**src/rtl/ram_arbiter.sv**
```systemverilog
// Two-port round-robin arbiter in front of a single RAM. One request per cycle is
// granted; read data returns through a 2-entry response FIFO per port.
module ram_arbiter #(
    parameter int unsigned AddrBusWidth = 32,
    parameter int unsigned DataBusWidth = 32
) (
    input  logic                      clk,
    input  logic                      rst,

    input  logic                      p0_req_valid,
    output logic                      p0_req_ready,
    input  logic                      p0_req_we,
    input  logic [AddrBusWidth-1:0]   p0_req_addr,
    input  logic [DataBusWidth-1:0]   p0_req_wdata,
    input  logic [DataBusWidth/8-1:0] p0_req_wsel,
    output logic                      p0_resp_valid,
    input  logic                      p0_resp_ready,
    output logic [DataBusWidth-1:0]   p0_resp_data,

    input  logic                      p1_req_valid,
    output logic                      p1_req_ready,
    input  logic                      p1_req_we,
    input  logic [AddrBusWidth-1:0]   p1_req_addr,
    input  logic [DataBusWidth-1:0]   p1_req_wdata,
    input  logic [DataBusWidth/8-1:0] p1_req_wsel,
    output logic                      p1_resp_valid,
    input  logic                      p1_resp_ready,
    output logic [DataBusWidth-1:0]   p1_resp_data,

    output logic                      ram_re,
    output logic [AddrBusWidth-1:0]   ram_r_addr,
    output logic                      ram_we,
    output logic [AddrBusWidth-1:0]   ram_w_addr,
    output logic [DataBusWidth-1:0]   ram_w_data,
    output logic [DataBusWidth/8-1:0] ram_w_sel,
    input  logic [DataBusWidth-1:0]   ram_r_data
);

    localparam int unsigned SelWidth = DataBusWidth / 8;

    // Per-port views of the flat port list, indexed by port number.
    logic [1:0]              req_valid;
    logic [1:0]              req_we;
    logic [1:0]              resp_ready;
    logic [AddrBusWidth-1:0] req_addr  [2];
    logic [DataBusWidth-1:0] req_wdata [2];
    logic [SelWidth-1:0]     req_wsel  [2];

    assign req_valid    = {p1_req_valid, p0_req_valid};
    assign req_we       = {p1_req_we, p0_req_we};
    assign resp_ready   = {p1_resp_ready, p0_resp_ready};
    assign req_addr[0]  = p0_req_addr;
    assign req_addr[1]  = p1_req_addr;
    assign req_wdata[0] = p0_req_wdata;
    assign req_wdata[1] = p1_req_wdata;
    assign req_wsel[0]  = p0_req_wsel;
    assign req_wsel[1]  = p1_req_wsel;

    logic                    last_grant_q;
    logic                    rd_pend_v_q;
    logic                    rd_pend_port_q;
    logic [1:0]              cnt_q  [2];
    logic [DataBusWidth-1:0] head_q [2];
    logic [DataBusWidth-1:0] tail_q [2];

    logic [1:0] resp_valid;
    logic [1:0] pop;
    logic [1:0] push;
    logic [1:0] cand;
    logic [1:0] grant;
    logic [1:0] occ [2];
    logic       gsel;
    logic       rd_grant;

    // Eligibility and round-robin grant; the pop term lets a full port accept a read
    // in the same cycle it frees a slot.
    always_comb begin
        for (int p = 0; p < 2; p++) begin
            resp_valid[p] = (cnt_q[p] != 2'd0);
            pop[p]        = resp_valid[p] & resp_ready[p];
            push[p]       = rd_pend_v_q & (rd_pend_port_q == 1'(p));
            occ[p]        = cnt_q[p] + {1'b0, push[p]};
            cand[p]       = req_valid[p] & ~rst & (req_we[p] | (occ[p] != 2'd2) | pop[p]);
        end
        if (&cand) begin
            grant = last_grant_q ? 2'b01 : 2'b10;
        end else begin
            grant = cand;
        end
        gsel     = grant[1];
        rd_grant = (|grant) & ~req_we[gsel];
    end

    assign p0_req_ready  = grant[0];
    assign p1_req_ready  = grant[1];
    assign p0_resp_valid = resp_valid[0];
    assign p1_resp_valid = resp_valid[1];
    assign p0_resp_data  = head_q[0];
    assign p1_resp_data  = head_q[1];

    // RAM port drive: forwards the granted request, zero when idle.
    always_comb begin
        ram_re     = 1'b0;
        ram_r_addr = '0;
        ram_we     = 1'b0;
        ram_w_addr = '0;
        ram_w_data = '0;
        ram_w_sel  = '0;
        if (|grant) begin
            if (req_we[gsel]) begin
                ram_we     = 1'b1;
                ram_w_addr = req_addr[gsel];
                ram_w_data = req_wdata[gsel];
                ram_w_sel  = req_wsel[gsel];
            end else begin
                ram_re     = 1'b1;
                ram_r_addr = req_addr[gsel];
            end
        end
    end

    // Arbitration history and the one-deep record of which port owns the RAM read.
    always_ff @(posedge clk or posedge rst) begin
        if (rst) begin
            last_grant_q   <= 1'b1;
            rd_pend_v_q    <= 1'b0;
            rd_pend_port_q <= 1'b0;
        end else begin
            if (|grant) begin
                last_grant_q <= grant[1];
            end
            rd_pend_v_q    <= rd_grant;
            rd_pend_port_q <= grant[1];
        end
    end

    // Response FIFOs: head_q is the registered output, tail_q the second slot.
    always_ff @(posedge clk or posedge rst) begin
        if (rst) begin
            for (int p = 0; p < 2; p++) begin
                cnt_q[p]  <= 2'd0;
                head_q[p] <= '0;
                tail_q[p] <= '0;
            end
        end else begin
            for (int p = 0; p < 2; p++) begin
                case ({push[p], pop[p]})
                    2'b01: begin
                        head_q[p] <= tail_q[p];
                        cnt_q[p]  <= cnt_q[p] - 2'd1;
                    end
                    2'b10: begin
                        if (cnt_q[p] == 2'd0) begin
                            head_q[p] <= ram_r_data;
                        end else begin
                            tail_q[p] <= ram_r_data;
                        end
                        cnt_q[p] <= cnt_q[p] + 2'd1;
                    end
                    2'b11: begin
                        if (cnt_q[p] == 2'd1) begin
                            head_q[p] <= ram_r_data;
                        end else begin
                            head_q[p] <= tail_q[p];
                            tail_q[p] <= ram_r_data;
                        end
                    end
                    default: ;
                endcase
            end
        end
    end

endmodule

```
**config.mk**
```make
export PLATFORM = sky130hd
export DESIGN_NAME = ram_arbiter
export DESIGN_NICKNAME = d
export VERILOG_FILES = /design/src/rtl/ram_arbiter.sv
export SDC_FILE = /design/constraint.sdc
export NUM_CORES = 1
export LEC_CHECK = 0
export CAP_MARGIN = 20
export CORE_MARGIN = 5
export CORE_UTILIZATION = 30
export DETAILED_ROUTE_END_ITERATION = 7
export PLACE_DENSITY = 0.69
export SYNTH_ARGS = -nofsm -noshare
export SYNTH_HDL_FRONTEND = slang
export SYNTH_SLANG_ARGS = --single-unit
export TNS_END_PERCENT = 50
```
**constraint.sdc**
```tcl
create_clock -name clk -period 4.9 [get_ports clk]
set_input_delay 0.98 -clock clk [delete_from_list [all_inputs] [get_ports clk]]
set_output_delay 0.98 -clock clk [all_outputs]
set_load 0.01 [all_outputs]
```
==> flow_metrics.py <==
metrics = {
    "run_status": {
        "status": "finished clean",
    },
    "place": {
        "place_ws_ns": 0.229,
        "dp.cells": 1381,
        "port_buffers": 345,
        "place_area_sq_mm": 0.0114,
        "gp_congestion": 0.908,
        "dpl.hpwl_um": 22300,
    },
    "synthesis": {
        "netlist_top_cells_count": "134 x dfrtp_1, 128 x o21ai_0, 68 x nand3_1, 67 x nand2_1",
        "synth_top_area_cell": "dfrtp_1",
        "yosys_most_used_dff": "dfrtp_1",
        "ys_seq_elements": 135,
        "synth_top_area_share_pct": 44.7,
        "yosysMostFrequentCell": "dfrtp_1",
        "syn_area_per_cell_sq_um": 9.71,
        "synth.area.top_cells": "dfrtp_1 45%, mux2_2 9.6%, o21ai_0 8.5%",
        "async_flop_share_pct": 100,
        "synthCells": 773,
        "yosys_warnings": 0,
        "ys_seq_area_share_pct": 45.0,
        "synth_area_sq_mm": 0.00751,
        "ys_types": 40,
        "synth_edf_count": 0,
        "syn_nets": 955,
    },
    "routing": {
        "vias": 7646,
        "viasPerCell": 5.40,
        "drt_first_pass_iters": 5,
        "remaining_drc_errors": 0,
        "wirelength_um": 30700,
        "ant_nets": 0,
        "wl_per_cell_um": 21.7,
        "drtIter0Drc": 661,
    },
    "critical_path": {
        "ff2ff_path_depth": 8,
        "cp.required_ns": 3.92,
        "path_max_fanout": 37,
        "slowest_stage": "clkdlybuf4s50_1",
        "crit_family": "buffers and inverters",
        "cp-start-kind": "primary input",
        "critPathBufInv": 3,
        "critical_path_class": "primary input to output pin",
        "path_depth": 7,
        "endpoint_kind": "output pin",
        "cp_cell_sequence": "clkdlybuf4s50_1 > nor2b_1 > o311a_2 > buf_12 > o21ai_0 > a211oi_1 > clkdlybuf4s50_1",
        "cp_common_cell": "clkdlybuf4s50_1",
        "arrival_ns": 3.71,
        "critPathMaxStageDelay_ns": 0.61,
    },
    "min_path": {
        "holdPathStages": 2,
        "holdCritPathClass": "register to register",
    },
    "clocking": {
        "cts_setup_buffers": 0,
        "clock_latency_ns": 0.41,
        "cts_root_buffer": "clkbuf_16",
        "cts_tree": "done",
        "cts_resized": 0,
        "clock_path_buffers": 2,
        "cts_buffers": 17,
        "path_clk_slew_ns": 0.07,
        "hold_buffers": 0,
        "cts_sinks": 135,
        "cts-htree-levels": 4,
    },
    "global_route": {
        "globalRoute.busiestLayer": "met2",
        "grt_pass1_vias": 7817,
        "gr-usage-met2_pct": 36.0,
        "antenna_found_initial": 4,
        "use_met1_pct": 24.1,
        "grt.overflow.total": 0,
        "grt_pass1_wl_um": 46600,
        "use_met3_pct": 6.19,
        "grt_use_total_pct": 20.8,
        "grt_max_degree": 108,
    },
    "pwr": {
        "ir_worst_vdd_mv": 0.275,
        "power.leakage_nw": 4.61,
        "power_density_mw_per_mm2": 477,
        "p_total_mw": 5.73,
    },
    "floorplanning": {
        "fp.dieW_um": 168,
        "die_h_um": 168,
        "dieArea_sq_mm": 0.0283,
        "coreArea_sq_mm": 0.0245,
        "start_util_pct": 30.7,
        "placementRows": 57,
        "ioPinCount": 346,
    },
    "final_layout": {
        "final_nets": 1260,
        "diodes": 0,
        "area_delta_synth_final_pct": 60.1,
        "layout-drive-gt1-share_pct": 14.0,
        "fin_area_sq_mm": 0.0120,
        "finalNonFillerCells": 1415,
        "fillers": 2259,
    },
    "timing": {
        "relSlewSlack_pct": 31.5,
        "post-route-min-period_ns": 4.69,
        "tightest_slew_ns": 1.02,
        "report.final.slew_viol_count": 0,
        "rsz0062_at_grt": "false",
        "finalHoldViolations": 0,
        "skew_ns": 0.0112,
        "fin_crit_sh_pct": 95.6,
        "layout_setup_ws_ns": 0.214,
        "tns_ns": 0,
        "setup_viol": 0,
        "fmax_ghz": 0.213,
    },
    "flow_run": {
        "cap_violations": 0,
    },
}
area by class of cell:
type | count | area, sq um | share of cell area [%]
multi-input combinational | 544 | 3820 | 31.8
timing repair buffer | 368 | 3760 | 31.2
clock buffer | 17 | 425 | 3.54
inverter | 12 | 50.0 | 0.416
clock inverter | 15 | 183 | 1.52
tap | 324 | 405 | 3.37
sequential | 135 | 3380 | 28.1
logic make-up (layout without fill, tap and decap cells):
logic type | Yosys count | count (layout) | share of synthesized area, %
compound gates | 317 | 317 | 29.1
simple gates | 153 | 153 | 9.53
flops | 135 | 135 | 45.0
buf+inv | 94 | 412 | 5.32
mux | 64 | 64 | 9.60
fa+ha+maj | 6 | 6 | 1.00
xor+xnor | 4 | 4 | 0.467
where the power goes:
part / internal, mW / switching (mW) / leakage, nW / total, mW
Sequential: 1.67 / 0.306 / 1.62 / 1.97
Combinational: 1.30 / 1.14 / 2.70 / 2.44
Clock: 0.775 / 0.542 / 0.291 / 1.32
Total: 3.74 / 1.99 / 4.61 / 5.73
path summary, 6_finish.rpt:
path                            startpoint  slack (ns)               to
max reg2reg                       cnt_q[2]        1.90       tail_q[37]
min in group asynchronous              rst        0.94         cnt_q[1]
max in group asynchronous              rst        3.04       tail_q[28]
min                        p1_resp_data[0]        0.48  p1_resp_data[0]
max                          p0_resp_ready        0.21   ram_w_data[24]
min reg2reg                p1_resp_data[0]        0.48  p1_resp_data[0]
worst reg2reg max path: stages (launching register included):
cell,delay [ns]
dfrtp_1,0.42
inv_1,0.06
ha_1,0.28
nor2b_1,0.40
buf_4,0.23
inv_1,0.08
ha_1,0.25
a221o_2,0.72
mux2_2,0.43
per-stage QoR:
stage | hold WS (ns) | util [%]
final | 0.477 | 49.1
after global routing | 0.498 | 49.1
after CTS | 0.484 | 48.9
after detailed placement | 0.470 | 46.4
after global placement | 0.460 | 46.4
after floorplan | 0.480 | -
flip-flops by register name, indices dropped and copies added, names as in the netlist:
register        flops
cnt_q               4
rd_pend_port_q      1
last_grant_q        1
tail_q             64
rd_pend_v_q         1
p1_resp_data       32
p0_resp_data       32
layout by cell type (no fill, tap or decap), drive strengths merged, types with 2 or more instances in the layout:
cell	Yosys	layout
a21o	2	2
buf	28	27
nand3	68	68
inv	12	22
a22oi	64	64
a221o	2	2
nor2b	4	4
nor2	6	6
o21ai	137	137
nor3	2	2
a211oi	68	68
clkdlybuf4s50	0	341
xnor2	2	2
bufinv	0	2
clkbuf	54	17
nand2b	3	3
ha	6	6
xor2	2	2
nand2	67	67
a21oi	6	6
clkinvlp	0	3
mux2	64	64
a32o	32	32
dfrtp	134	134
routing by layer:
layer / up-vias / wire, um
met5: - / 55
met4: 8 / 1210
met3: 64 / 2440
met2: 320 / 15400
met1: 3702 / 11600
li1: 3552 / -
No activity file was read; power rests on OpenSTA's default activity.
